$ cat config.mk
export PLATFORM = sky130hd
export DESIGN_NAME = regex_cpu_pipelined
export DESIGN_NICKNAME = d
export VERILOG_FILES = /design/src/rtl/regex_cpu_pipelined.sv
export SDC_FILE = /design/constraint.sdc
export NUM_CORES = 1
export LEC_CHECK = 0
export BUFFER_PORTS_ARGS = -buffer_cell sky130_fd_sc_hd__buf_2
export CORE_ASPECT_RATIO = 1.4
export CORE_MARGIN = 1
export CORE_UTILIZATION = 61
export DETAILED_ROUTE_END_ITERATION = 16
export GPL_ROUTABILITY_DRIVEN = 1
export PLACE_DENSITY = 0.88
export SLEW_MARGIN = 5
export SYNTH_ARGS = -nofsm -noshare
export SYNTH_HDL_FRONTEND = slang
export SYNTH_SLANG_ARGS = --single-unit
$ cat constraint.sdc
create_clock -name clk -period 10.5 [get_ports clk]
set_input_delay 0.525 -clock clk [delete_from_list [all_inputs] [get_ports clk]]
set_output_delay 0.525 -clock clk [all_outputs]
set_load 0.005 [all_outputs]
$ cat src/rtl/regex_cpu_pipelined.sv
// Pipelined regex execution core.
// A thread is captured into FETCH, its instruction is requested from the shared
// instruction memory, and it is executed in EXEC against the character window.
// Successor threads are queued in a small output FIFO. ACCEPT-type opcodes pulse
// accepts instead of producing successors.
module regex_cpu_pipelined #(
   parameter int PC_WIDTH              = 9,
   parameter int CHARACTER_WIDTH       = 8,
   parameter int MEMORY_WIDTH          = 16,
   parameter int MEMORY_ADDR_WIDTH     = 11,
   parameter int FIFO_WIDTH_POWER_OF_2 = 2,
   parameter int CC_ID_BITS            = 2
) (
   input  logic                                              clk,
   input  logic                                              rst,
   input  logic [(1<<CC_ID_BITS)*CHARACTER_WIDTH-1:0]        current_characters,
   input  logic [(1<<CC_ID_BITS)-1:0]                        end_of_string,
   input  logic                                              input_pc_valid,
   input  logic [CC_ID_BITS-1:0]                             input_cc_id,
   input  logic [PC_WIDTH-1:0]                               input_pc,
   output logic                                              input_pc_ready,
   output logic                                              memory_valid,
   output logic [MEMORY_ADDR_WIDTH-1:0]                      memory_addr,
   input  logic                                              memory_ready,
   input  logic [MEMORY_WIDTH-1:0]                           memory_data,
   output logic                                              output_pc_valid,
   output logic [CC_ID_BITS-1:0]                             output_cc_id,
   output logic [PC_WIDTH-1:0]                               output_pc,
   input  logic                                              output_pc_ready,
   output logic                                              accepts,
   output logic [(1<<CC_ID_BITS)-1:0]                        elaborating_chars,
   output logic                                              running
);

   localparam int PW    = PC_WIDTH;
   localparam int CW    = CHARACTER_WIDTH;
   localparam int MW    = MEMORY_WIDTH;
   localparam int FW    = FIFO_WIDTH_POWER_OF_2;
   localparam int CB    = CC_ID_BITS;
   localparam int DEPTH = 1 << FW;
   localparam int CCN   = 1 << CB;

   // Opcodes live in the top three bits of the instruction word.
   localparam logic [2:0] OP_ACCEPT         = 3'b000;
   localparam logic [2:0] OP_SPLIT          = 3'b001;
   localparam logic [2:0] OP_MATCH          = 3'b010;
   localparam logic [2:0] OP_JMP            = 3'b011;
   localparam logic [2:0] OP_END            = 3'b100;
   localparam logic [2:0] OP_MATCH_ANY      = 3'b101;
   localparam logic [2:0] OP_ACCEPT_PARTIAL = 3'b110;
   localparam logic [2:0] OP_NOT_MATCH      = 3'b111;

   // Stage and FIFO state
   logic              ready_en;
   logic              fetch_valid;
   logic [PW-1:0]     fetch_pc;
   logic [CB-1:0]     fetch_cc;
   logic              exec_valid;
   logic              exec_first;
   logic [PW-1:0]     exec_pc;
   logic [CB-1:0]     exec_cc;
   logic [MW-1:0]     instr_reg;
   logic              accept_reg;
   logic [FW-1:0]     wr_ptr;
   logic [FW-1:0]     rd_ptr;
   logic [FW:0]       count;
   logic [PW-1:0]     fifo_pc [DEPTH];
   logic [CB-1:0]     fifo_cc [DEPTH];
   logic [DEPTH-1:0]  entry_valid;

   // Execute-side combinational signals
   logic [MW-1:0]     instr;
   logic [2:0]        opcode;
   logic [CW-1:0]     ch;
   logic              eos;
   logic [PW-1:0]     pc_inc;
   logic [CB-1:0]     cc_inc;
   logic [PW-1:0]     jump_pc;
   logic [1:0]        need_cnt;
   logic [1:0]        push_cnt;
   logic [PW-1:0]     e0_pc;
   logic [CB-1:0]     e0_cc;
   logic [PW-1:0]     e1_pc;
   logic [CB-1:0]     e1_cc;
   logic              accept_hit;
   logic              pop;
   logic [FW+1:0]     room;
   logic              exec_fire;
   logic              exec_free;
   logic              hs;
   logic              take;
   logic              unused_bits;

   // The instruction is only on memory_data for one cycle; afterwards use the latched copy.
   assign instr   = exec_first ? memory_data : instr_reg;
   assign opcode  = instr[MW-1 -: 3];
   assign ch      = current_characters[exec_cc*CW +: CW];
   assign eos     = end_of_string[exec_cc];
   assign pc_inc  = exec_pc + 1'b1;
   assign cc_inc  = exec_cc + 1'b1;
   assign jump_pc = instr[PW-1:0];

   generate
      if (MW - 4 >= PW) begin : g_unused
         assign unused_bits = ^instr[MW-4:PW];
      end else begin : g_no_unused
         assign unused_bits = 1'b0;
      end
   endgenerate

   // Decode the opcode into successor threads and an accept request.
   always_comb begin
      need_cnt   = 2'd0;
      e0_pc      = pc_inc;
      e0_cc      = exec_cc;
      e1_pc      = jump_pc;
      e1_cc      = exec_cc;
      accept_hit = 1'b0;
      case (opcode)
         OP_ACCEPT:         accept_hit = eos;
         OP_SPLIT:          need_cnt = 2'd2;
         OP_MATCH: begin
            if (!eos && ch == instr[CW-1:0]) begin
               need_cnt = 2'd1;
               e0_cc    = cc_inc;
            end
         end
         OP_JMP: begin
            need_cnt = 2'd1;
            e0_pc    = jump_pc;
         end
         OP_END:            need_cnt = 2'd0;
         OP_MATCH_ANY: begin
            if (!eos) begin
               need_cnt = 2'd1;
               e0_cc    = cc_inc;
            end
         end
         OP_ACCEPT_PARTIAL: accept_hit = 1'b1;
         OP_NOT_MATCH: begin
            if (!eos && ch != instr[CW-1:0]) begin
               need_cnt = 2'd1;
               e0_cc    = cc_inc;
            end
         end
         default:           need_cnt = 2'd0;
      endcase
   end

   // EXEC retires only when every successor fits, counting a same-cycle pop as free space.
   assign output_pc_valid = (count != '0);
   assign pop       = output_pc_valid && output_pc_ready;
   assign room      = (FW+2)'(DEPTH) - (FW+2)'(count) + (FW+2)'(pop);
   assign exec_fire = exec_valid && ((FW+2)'(need_cnt) <= room);
   assign push_cnt  = exec_fire ? need_cnt : 2'd0;
   assign exec_free = !exec_valid || exec_fire;

   // FETCH only requests while EXEC can take the fetched thread, so the request never retracts.
   assign memory_valid   = fetch_valid && exec_free;
   assign memory_addr    = {{(MEMORY_ADDR_WIDTH-PW){1'b0}}, fetch_pc};
   assign hs             = memory_valid && memory_ready;
   assign input_pc_ready = ready_en && (!fetch_valid || hs);
   assign take           = input_pc_valid && input_pc_ready;
   assign accepts        = accept_reg;

   assign output_pc    = output_pc_valid ? fifo_pc[rd_ptr] : '0;
   assign output_cc_id = output_pc_valid ? fifo_cc[rd_ptr] : '0;

   // Holds input_pc_ready low until the first clock after reset release.
   always_ff @(posedge clk or negedge rst) begin
      if (!rst) ready_en <= 1'b0;
      else      ready_en <= 1'b1;
   end

   // FETCH stage: capture a thread, release it on the memory handshake.
   always_ff @(posedge clk or negedge rst) begin
      if (!rst) begin
         fetch_valid <= 1'b0;
         fetch_pc    <= '0;
         fetch_cc    <= '0;
      end else if (take) begin
         fetch_valid <= 1'b1;
         fetch_pc    <= input_pc;
         fetch_cc    <= input_cc_id;
      end else if (hs) begin
         fetch_valid <= 1'b0;
      end
   end

   // EXEC stage: load on handshake, latch the instruction while stalled, clear on retire.
   always_ff @(posedge clk or negedge rst) begin
      if (!rst) begin
         exec_valid <= 1'b0;
         exec_first <= 1'b0;
         exec_pc    <= '0;
         exec_cc    <= '0;
         instr_reg  <= '0;
         accept_reg <= 1'b0;
      end else begin
         accept_reg <= exec_fire && accept_hit;
         if (exec_valid) instr_reg <= instr;
         if (hs) begin
            exec_valid <= 1'b1;
            exec_first <= 1'b1;
            exec_pc    <= fetch_pc;
            exec_cc    <= fetch_cc;
         end else if (exec_fire) begin
            exec_valid <= 1'b0;
            exec_first <= 1'b0;
         end else begin
            exec_first <= 1'b0;
         end
      end
   end

   // FIFO pointers and occupancy; up to two pushes and one pop per cycle.
   always_ff @(posedge clk or negedge rst) begin
      if (!rst) begin
         wr_ptr <= '0;
         rd_ptr <= '0;
         count  <= '0;
      end else begin
         wr_ptr <= wr_ptr + FW'(push_cnt);
         rd_ptr <= rd_ptr + FW'(pop);
         count  <= count + (FW+1)'(push_cnt) - (FW+1)'(pop);
      end
   end

   // FIFO storage: first successor at wr_ptr, second at wr_ptr+1.
   always_ff @(posedge clk) begin
      for (int i = 0; i < DEPTH; i++) begin
         if (push_cnt != 2'd0 && wr_ptr == FW'(i)) begin
            fifo_pc[i] <= e0_pc;
            fifo_cc[i] <= e0_cc;
         end else if (push_cnt == 2'd2 && FW'(wr_ptr + 1'b1) == FW'(i)) begin
            fifo_pc[i] <= e1_pc;
            fifo_cc[i] <= e1_cc;
         end
      end
   end

   // An entry is live when its distance from the read pointer is below the count.
   generate
      for (genvar gi = 0; gi < DEPTH; gi++) begin : g_entry
         logic [FW-1:0] ofs;
         assign ofs             = FW'(gi) - rd_ptr;
         assign entry_valid[gi] = ({1'b0, ofs} < count);
      end
   endgenerate

   // Mark every window slot that still has a thread in FETCH, EXEC or the FIFO.
   always_comb begin
      elaborating_chars = '0;
      if (fetch_valid) elaborating_chars[fetch_cc] = 1'b1;
      if (exec_valid)  elaborating_chars[exec_cc]  = 1'b1;
      for (int i = 0; i < DEPTH; i++) begin
         if (entry_valid[i]) elaborating_chars[fifo_cc[i]] = 1'b1;
      end
   end

   assign running = |elaborating_chars;

endmodule

After elaboration in Yosys (flattened, before gate mapping)
Memories as Yosys holds them, arrays and structs flattened.
Cells that the tools add are included.
Word-level totals
  register bits after elaboration: 50
  bits in writable memories: 44
  input bits: 68
  output and inout bits: 31
  logic and storage cells: 195
  memories: 2
Cells by class
  add/subtract/negate cells: 13
  $lt $le $gt $ge: 17
  eq/ne operators: 15
  shift-type cells: 1
  multiplexer cells: 79
  bitwise logic cells: 13
  reductions and logical operators: 41
Memories
  fifo_pc: words 4, bits a word 9, rd ports 1, clocked after memory_dff 0, wr ports 2, RTL line 67  | logic [PW-1:0] fifo_pc [DEPTH];
  fifo_cc: words 4, bits a word 2, rd ports 5, clocked after memory_dff 0, wr ports 2, RTL line 68  | logic [CB-1:0] fifo_cc [DEPTH];
Operators by type and width (count)
  2-to-1 mux 9 bit: 8
  2-to-1 mux 1 bit: 39
  variable part select 32 x 6 -> 8 bit: 1
  2-to-1 mux 2 bit: 15
  2-to-1 mux 4 bit: 6
  logical AND 1 bit: 23
  bitwise OR 4 bit: 5
  < comparator 2 x 3 -> 1 bit, second input constant: 6
  OR reduction 9 bit: 2
  2-to-1 mux 16 bit: 1
  demux 1 bit (select 2 bit): 6
  >= comparator 2 x 1 -> 1 bit, second input constant: 6
  < comparator 2 x 3 -> 1 bit: 4
  == test 2 bit, second input constant: 5
  one-hot mux 2 bit (5 select lines): 1
  adder 9 x 1 -> 9 bit, second input constant: 1
  == test 3 bit, second input constant: 3
  == test 8 bit: 1
  inequality test 8 bit: 1
  bitwise OR 1 bit: 8
  == test 3 x 2 -> 1 bit, second input constant: 2
  one-hot mux 2 bit (3 select lines): 1
  nonzero test 2 bit: 3
  adder 2 x 1 -> 2 bit, second input constant: 2
  21 further kinds: 29

Depth between registers and ports, before layout
Gate-level depths: netlist of run 1.
  depth after elaboration: 17
  gate-level depth with buffers: 21
  mapped depth without buffers: 19

Worst setup path before layout of run 1
OpenSTA, ideal clock, no wires.
  kind: reg2reg
  from: reg exec_cc[0], in the netlist e1_cc[0]
  to: mem fifo_cc[0][0] (netlist bit), enable pin
  arrival: 3.915 ns
  setup slack: 6.186 ns
  cell stages (with the launch flop): 15
  path buffers: 1
  period minus slack after synthesis: 4.314 ns
  path through: dfrtp_1 buf_4 mux4_2 xnor2_1 nor4_4 and2_1 nand2_1 a21oi_1 ha_1 nor2b_1 o221ai_1 nand2_1 nor3_1 a2bb2oi_1 o311ai_1
RTL lines
  from (decl): RTL line 61  | logic [CB-1:0] exec_cc;
  from (signal assigned): RTL line 206  | exec_cc <= fetch_cc;
  to (decl): RTL line 68

Worst setup path in the final report of run 1
  from: reg exec_cc[0], in the netlist e1_cc[0]
  to: reg count[2]
Between the ends
  cells in the longest elaborated chain, start to end: 11
  elaborated cells on any way between the ends: 17
  those cells by class: add/sub: 2; order compare: 1; eq/ne: 2; shift: 1; mux: 7; reduce/logical: 4
RTL lines
  branches (longest 5 deep; another with variable part select 32 x 6 -> 8 bit)
  one-hot mux 2 bit (5 select lines) *: RTL line 119  | case (opcode)
  less-or-equal comparator 2 x 4 -> 1 bit: RTL line 154  | assign exec_fire = exec_valid && ((FW+2)'(need_cnt) <= room);
  logical AND 1 bit: RTL line 154
  2-to-1 mux 2 bit *: RTL line 155  | assign push_cnt = exec_fire ? need_cnt : 2'd0;
  adder 3 x 2 -> 3 bit *: RTL line 225  | count <= count + (FW+1)'(push_cnt) - (FW+1)'(pop);
  subtractor 3 x 1 -> 3 bit *: RTL line 225
  to (signal assigned): RTL line 225
  to (decl): RTL line 66  | logic [FW:0] count;
Mark *: on every way between the ends. The select of a mux whose other input is x is not followed.
A chain may end at the register's enable or synchronous reset.

==> results of run 1 <==
==> routing by layer <==
layer | GRT usage [%] | up-vias
li1 | - | 1883
met2 | 50.1 | 210
met4 | 9.82 | 0
met3 | 5.02 | 29
met1 | 35.9 | 2015
met5 | 0 | -
==> power groups by stage <==
stage | Sequential [mW] | Combinational, mW | Clock (mW)
floorplan | 0.603 | 0.779 | 0
global placement | 0.698 | 0.887 | 0
detailed placement | 0.712 | 0.935 | 0
CTS | 0.705 | 0.952 | 0.294
global route | 0.727 | 1.05 | 0.307
finish | 0.706 | 0.954 | 0.294
==> synth_stat cells (2+ instances only) <==
library cell | n | area share, %
mux2_1 | 11 | 2.3
buf_2 | 7 | 0.64
ha_1 | 18 | 4.1
mux2i_2 | 4 | 1.0
nor4_4 | 2 | 0.78
nand4_1 | 4 | 0.46
and2_1 | 14 | 1.6
xor2_1 | 5 | 0.80
nor3_1 | 7 | 0.64
a211o_1 | 6 | 0.96
buf_1 | 3 | 0.21
nor3b_1 | 2 | 0.27
mux4_2 | 20 | 8.2
buf_6 | 2 | 0.41
o21bai_1 | 2 | 0.27
buf_4 | 3 | 0.41
mux2i_1 | 39 | 7.1
or2_2 | 3 | 0.34
dfrtp_1 | 46 | 21
mux2_2 | 10 | 2.1
nand2b_1 | 2 | 0.23
xnor2_1 | 20 | 3.2
o21ai_0 | 9 | 0.82
nand2_1 | 45 | 3.1
inv_1 | 19 | 1.3
mux2i_4 | 4 | 1.6
or4_1 | 2 | 0.27
o311ai_1 | 2 | 0.32
a21oi_1 | 25 | 2.3
a31oi_1 | 2 | 0.23
edfxtp_1 | 44 | 24
o221ai_1 | 2 | 0.32
clkbuf_1 | 10 | 0.69
conb_1 | 2 | 0.14
nand3_1 | 9 | 0.82
or3_1 | 3 | 0.34
nand2_2 | 3 | 0.34
nor2_1 | 34 | 2.3
o211ai_1 | 4 | 0.55
==> kinds of logic (layout without fill, tap and decap cells) <==
family / after synthesis / in the layout / share of synthesized area [%]
XOR/XNOR: 25 / 25 / 4.00
multiplexers: 88 / 88 / 22.3
other: 2 / 3 / 0.137
adder cells (fa/ha/maj): 19 / 19 / 4.48
AND/OR/NAND/NOR: 138 / 138 / 12.7
flip-flops: 90 / 90 / 45.1
buffers and inverters: 44 / 132 / 3.65
AO/OA/AOI/OAI: 64 / 64 / 7.56
==> stage by stage <==
| step | instance area [um^2] | cells | utilization (%) |
|---|---|---|---|
| detailed placement | 5980 | 648 | 69.1 |
| CTS | 6250 | 664 | 72.2 |
| finish | 6250 | 664 | 72.2 |
| global route | 6250 | 664 | 72.2 |
| floorplan | 5480 | 471 | - |
| global placement | 5980 | 648 | 69.1 |
==> worst max path at each step <==
stage	endpoint	slack [ns]	cells after the start
floorplan	fifo_cc[0][0]$_DFFE_PP_	6.19	14
global placement	count[2]$_DFF_PN0_	5.17	19
detailed placement	count[2]$_DFF_PN0_	5.07	19
CTS	count[2]$_DFF_PN0_	4.95	19
global route	count[2]$_DFF_PN0_	4.54	19
finish	count[2]$_DFF_PN0_	4.89	19
==> area by class of cell <==
| class | count | area share, % |
|---|---|---|
| clock buffers | 10 | 3.66 |
| clock inverters | 6 | 0.680 |
| inverters | 19 | 1.14 |
| multi-input cells | 337 | 44.9 |
| flip-flops and latches | 90 | 39.5 |
| well taps | 105 | 2.10 |
| repair buffers | 97 | 7.96 |
==> impl_results.md, run 1 <==
* Status: finished clean
* Register area share after synthesis at 45.1%
* Pwr dens at 313 mW/mm^2
* #FFs+latches synth at 90
* Core ar. at 0.00866 mm^2
* Number of synthesized flops with an enable pin at 44
* Clock transition at path regs at 0.06 ns
* Vias per cell at 6.23
* DR WL met3 at 752 um
* Multi-input gate area at 0.00281 mm^2
* Max-slew violations at 0
* Drt pass-1 iters at 7
* YS warnings at 0
* Sequential power share at 36.1%
* CP max stage delay at 1.04 ns
* Worst-Skew Late Latency at 0.34 ns
* Placement Setup Slack at 5.07 ns
* Sequential Area at 0.00247 mm^2
* Pin count of the biggest net entering global routing at 47
* RSZ-0062 raised after global routing: no
* Setup TNS at 0 ns
* Port Buffer Count at 92
* P_sw at 0.806 mW
* Num CTS Buffers at 9
* Post-synth ARST share at 51.1%
* CTS tree: done
* Routed metal-1 wire length at 4760 um
* PnR worst setup slack at 4.89 ns
* Top Layer Used: met4
* Slew HR at 28.6%
* CP Buf/Inv Count at 2
* Clk sinks at 90
* Power, Total at 1.95 mW
* Bufs on Longest Clock Path at 2
* Post-cts resize count at 0
* Vias in the first global route at 4134
* Worst hold margin at 0.374 ns
* Worst Path Required at 10.72 ns
* Max reg flops at 36
* Internal power at 1.15 mW
* Critical Path Start Type: flop
* Fill cells at 586
* Boundary Pins at 99
* Reg2Reg Setup Slack at 4.89 ns
* Final HPWL DP at 9180 um
* Crit path DAT at 5.82 ns
* Synthesized area per cell at 11.7 um^2
* Worst reg2reg endpoint: count[2]$_DFF_PN0_
* Post-synthesis cell area at 0.00548 mm^2
* Delay-heaviest family, CP: simple AND/OR/NAND/NOR gates
* GRT overflow at 0
* Antenna Violating Nets Remaining at 0
* Die Ht at 114 um
* Slew @ Worst Pin at 1.07 ns
* Crit. End Element: flop
* Critical path class: reg -> reg
* Sw Share at 41.2%
* Routed wire length at 12500 um
* Tot GR Track Use at 28.9%
* Main flop type after synthesis: dfrtp_1
* Nets at 641
* Final setup vio count at 0
* Final Cycle Share at 53.4%
* Clk pwr share at 15.0%
* Netlist cell types at 60
* Commonest non-fill, non-tap cell in the layout: buf_2
* Clock root buffer: clkbuf_16
* Crit path cell chain: mux4_2, xnor2_1, nor4_4, and2_1, nand2_1, a21oi_1, ha_1, nand2_1, o221ai_1, nand2_1, nor3_1, a2bb2oi_1, ha_1, inv_1, ha_1, inv_1, fa_1, xor2_1, xnor2_1
* Fmax at 0.178 GHz
* Initial antenna violation count at 0
* HP Class: in -> async
* Number of max-cap violations at 0
* Minimum clock period at 5.61 ns
* Crit-path slowest cell: dfrtp_1
* Metal2 WL at 6700 um
* H-tree depth at 3
* Logic pwr share at 48.8%
* Post-CTS Setup Inserts at 0
* Placer congestion estimate at 0.859
* Cell count of the worst reg-to-reg path at 19
* Share of post-route cells with drive strength above 1 at 28.8%
* Final Hold Fails at 0
* Num rows at 40
* Detailed Route Iter0 Violations at 417
* Die outline width at 82.1 um
* Initial Utilization at 63.3%
* Crit Path Max Fanout at 20
* Area Growth Syn to Fin at 14.2%
* Final antenna diode count at 0
* Lkg Pwr at 2.74 nW
* Via count at 4137
* WL/cell at 18.8 um
* First-pass GRT wire length at 20000 um
* Die ar. at 0.00937 mm^2
* Worst Setup SP: e1_cc[0]$_DFFE_PN0P_
* Commonest non-fill, non-tap cells in the layout: 92 x buf_2, 46 x dfrtp_1, 45 x nand2_1
* Worst Skew at 0.00778 ns
* Worst r2r src: e1_cc[0]$_DFFE_PN0P_
* IR Drop Worst-Case VDD at 0.210 mV
* Mapped Cells at 470
* DRC viols at 0
* Cts hold-fix bufs at 0
Note: power is estimated with default switching activity, not from simulation.
==> inputs of run 2 (changes only) <==
- ABC_AREA: default -> 1
- CORE_UTILIZATION: 61 -> 57
- PLACE_DENSITY: 0.88 -> 0.83
- clock period: 10.5 -> 5.9 ns (I/O delays scaled with it)
==> run 2 against run 1 <==
Net effect:
- worst hold slack lost 0.26 ns
- synthesized cell count grew 48%
- sequential power increased by 57%
- power grew 72%
- setup slack got worse by 3.1 ns
- cell count is 34% higher
- sequential cell count unchanged
- combinational power grew 82%
- clock skew is 0.0011 ns lower
- cell area is 0.16% higher
- largest cell class unchanged
==> impl_results.md, run 2 <==
* Slew HR at 32.5% (was 28.6%)
* Pwr dens at 537 mW/mm^2 (was 313 mW/mm^2)
* Fill cells at 755 (was 586)
* Initial Utilization at 58.6% (was 63.3%)
* Worst r2r src: exec_first$_DFF_PN0_ (was e1_cc[0]$_DFFE_PN0P_)
* Commonest non-fill, non-tap cells in the layout: 214 x nand2_1, 92 x buf_2, 70 x inv_1 (was 92 x buf_2, 46 x dfrtp_1, 45 x nand2_1)
* Port Buffer Count at 92 (unchanged)
* Lkg Pwr at 3.10 nW (was 2.74 nW)
* Die Ht at 118 um (was 114 um)
* Cell count of the worst reg-to-reg path at 24 (was 19)
* H-tree depth at 3 (unchanged)
* Vias in the first global route at 4869 (was 4134)
* Via count at 5074 (was 4137)
* Worst hold margin at 0.118 ns (was 0.374 ns)
* Fmax at 0.242 GHz (was 0.178 GHz)
* Worst reg2reg endpoint: count[2]$_DFF_PN0_ (unchanged)
* Post-synth top cells: 214 x nand2_1, 70 x inv_1, 65 x nand3_1 (was 46 x dfrtp_1, 45 x nand2_1, 44 x edfxtp_1)
* Post-cts resize count at 0 (unchanged)
* Post-CTS Setup Inserts at 0 (unchanged)
* Placer congestion estimate at 0.898 (was 0.859)
* Crit path cell chain: buf_4, o21ai_2, inv_1, nand2_1, nand2_1, inv_1, nand2_1, nor2_2, nand2_2, nand3_2, nand3_2, inv_1, ha_1, nor2_1, o21ai_0, a21oi_1, inv_1, nand2_1, nor2_8, inv_1, ha_1, fa_1, xnor2_1, xor2_1 (was mux4_2, xnor2_1, nor4_4, and2_1, nand2_1, a21oi_1, ha_1, nand2_1, o221ai_1, nand2_1, nor3_1, a2bb2oi_1, ha_1, inv_1, ha_1, inv_1, fa_1, xor2_1, xnor2_1)
* CP max stage delay at 0.53 ns (was 1.04 ns)
* Max reg flops at 36 (unchanged)
* Post-synth top area share at 24.0% (was 24.1%)
* Main flop type after synthesis: dfrtp_1 (unchanged)
* Critical path class: reg -> reg (unchanged)
* Cell accounting for the most synthesized area: edfxtp_1 (unchanged)
* Clock transition at path regs at 0.06 ns (about the same)
* Crit path DAT at 4.35 ns (was 5.82 ns)
* Commonest non-fill, non-tap cell in the layout: nand2_1 (was buf_2)
* Routed wire length at 13500 um (was 12500 um)
* Count leader, synth: nand2_1 (was dfrtp_1)
* Mapped Cells at 694 (was 470)
* Num rows at 42 (was 40)
* Antenna Violating Nets Remaining at 0 (unchanged)
* Worst Path Required at 6.13 ns (was 10.72 ns)
* Post-synth ARST share at 51.1% (unchanged)
* Initial antenna violation count at 0 (unchanged)
* Ranking of synthesized cells by area: edfxtp_1 24%, dfrtp_1 21%, nand2_1 15% (was edfxtp_1 24%, dfrtp_1 21%, mux4_2 8.2%)
* Final setup vio count at 0 (unchanged)
* Boundary Pins at 99 (unchanged)
* Critical Path Start Type: flop (unchanged)
* Status: finished clean (unchanged)
* Die ar. at 0.0101 mm^2 (was 0.00937 mm^2)
* Register area share after synthesis at 44.9% (was 45.1%)
* CTS tree: done (unchanged)
* Worst Skew at 0.00667 ns (was 0.00778 ns)
* Slew @ Worst Pin at 1.01 ns (was 1.07 ns)
* GRT overflow at 0 (unchanged)
* YS warnings at 0 (unchanged)
* Clk sinks at 90 (unchanged)
* Placed cell count at 873 (was 648)
* Detailed Route Iter0 Violations at 377 (was 417)
* Tot GR Track Use at 28.4% (was 28.9%)
* RSZ-0062 raised after global routing: no (unchanged)
* WL/cell at 15.2 um (was 18.8 um)
* Core ar. at 0.00941 mm^2 (was 0.00866 mm^2)
* Drt pass-1 iters at 5 (was 7)
* Number of max-cap violations at 0 (unchanged)
* IR Drop Worst-Case VDD at 0.303 mV (was 0.210 mV)
* Crit Path Max Fanout at 13 (was 20)
* #FFs+latches synth at 90 (unchanged)
* Setup TNS at 0 ns (unchanged)
* Final antenna diode count at 0 (unchanged)
* Netlist cell types at 44 (was 60)
* Final Hold Fails at 0 (unchanged)
* Post-synthesis cell area at 0.00551 mm^2 (was 0.00548 mm^2)
* First-pass GRT wire length at 22200 um (was 20000 um)
* Num CTS Buffers at 9 (unchanged)
* Nets at 861 (was 641)
* Worst-Skew Late Latency at 0.35 ns (was 0.34 ns)
* Cts hold-fix bufs at 0 (unchanged)
* Max-slew violations at 0 (unchanged)
* Die outline width at 85.1 um (was 82.1 um)
* DRC viols at 0 (unchanged)
* Minimum clock period at 4.13 ns (was 5.61 ns)
* Worst Setup SP: exec_first$_DFF_PN0_ (was e1_cc[0]$_DFFE_PN0P_)
* Finished Cell Area at 0.00626 mm^2 (was 0.00625 mm^2)
* Share of post-route cells with drive strength above 1 at 19.4% (was 28.8%)
* Clock root buffer: clkbuf_16 (unchanged)
* Crit. End Element: flop (unchanged)
* Pin count of the biggest net entering global routing at 47 (unchanged)
* Reg2Reg Setup Slack at 1.77 ns (was 4.89 ns)
* Area Growth Syn to Fin at 13.6% (was 14.2%)
* CP most frequent cell: inv_1
* Post-Place Cell Area at 0.00599 mm^2 (was 0.00598 mm^2)
* Final HPWL DP at 10100 um (was 9180 um)
* Vias per cell at 5.71 (was 6.23)
* Crit-path slowest cell: dfrtp_1 (unchanged)
* HP Class: in -> async (unchanged)
* Final Cycle Share at 70.0% (was 53.4%)
* Synthesized area per cell at 7.94 um^2 (was 11.7 um^2)
* Bufs on Longest Clock Path at 2 (unchanged)
* Number of synthesized flops with an enable pin at 44 (unchanged)
* Non-filler instance count after layout at 888 (was 664)
==> run 2: cell count changes after synthesis, moves of 18 or more <==
cell     delta
inv_1      +51
xnor2_1    -18
mux4_2     -20
o21ai_1    +19
mux2i_1    -38
nand3_1    +56
o21ai_0    +35
nand2_1   +169
==> run 2: cell families (layout without fill, tap and decap cells) <==
| group | count (synthesis) | in the layout | share of synthesized area (%) |
|---|---|---|---|
| flip-flops | 90 | 90 | 44.9 |
| other | 2 | 3 | 0.136 |
| multiplexers | 1 | 1 | 0.182 |
| adder cells (fa/ha/maj) | 19 | 19 | 4.45 |
| AO/OA/AOI/OAI | 119 | 119 | 12.8 |
| AND/OR/NAND/NOR | 349 | 349 | 28.1 |
| buffers and inverters | 105 | 188 | 8.01 |
| XOR/XNOR | 9 | 9 | 1.43 |
==> run 2: where the power goes <==
group | switching [mW] | internal (mW) | total, mW
sequential | 0.185 | 0.922 | 1.11
clock | 0.239 | 0.284 | 0.522
combinational | 1.11 | 0.622 | 1.74
total | 1.54 | 1.83 | 3.37
==> run 2: critical path, delay by kind of cell (launching register included) <==
kind / cells / cell delay [ns]
and+or+nand+nor: 10 / 1.02
xor gates and xnor gates: 2 / 0.29
DFF: 1 / 0.53
buffers and inverters: 6 / 0.62
adders and majority gates: 3 / 0.91
AOI/OAI and AO/OA: 3 / 0.61
==> run 2: layout make-up <==
type	count	area [um^2]	area share, %
timing repair buffer	97	498	7.95
clock inverter	6	43.8	0.699
sequential	90	2470	39.5
tap	110	138	2.20
clock buffer	9	225	3.60
multi-input combinational	500	2600	41.5
inverter	76	285	4.55
==> run 2: worst max-delay path by stage <==
stage,cells after the start,end,slack (ns)
detailed placement,24,count[2]$_DFF_PN0_,1.74
finish,24,count[2]$_DFF_PN0_,1.77
floorplan,24,count[2]$_DFF_PN0_,2.34
global placement,24,count[2]$_DFF_PN0_,1.86
global route,21,count[2]$_DFF_PN0_,1.35
CTS,21,count[2]$_DFF_PN0_,1.73
==> run 2: stage by stage <==
| stage | setup slack [ns] | power, mW | utilization, % |
|---|---|---|---|
| 2_1_floorplan | 2.34 | 2.32 | - |
| 3_3_place_gp | 1.86 | 2.72 | 63.7 |
| 3_5_place_dp | 1.74 | 2.83 | 63.7 |
| 4_1_cts | 1.73 | 3.36 | 66.6 |
| 5_1_grt | 1.35 | 3.66 | 66.6 |
| 6_report | 1.77 | 3.37 | 66.6 |
==> run 2: routing by layer <==
layer  track usage, %  up-vias  part of all wire [%]
met4             14.2        0                   3.9
met1             33.0     2335                    38
met3             5.45       46                   6.5
li1                 -     2467                     -
met5                0        -                     0
met2             49.3      226                    51
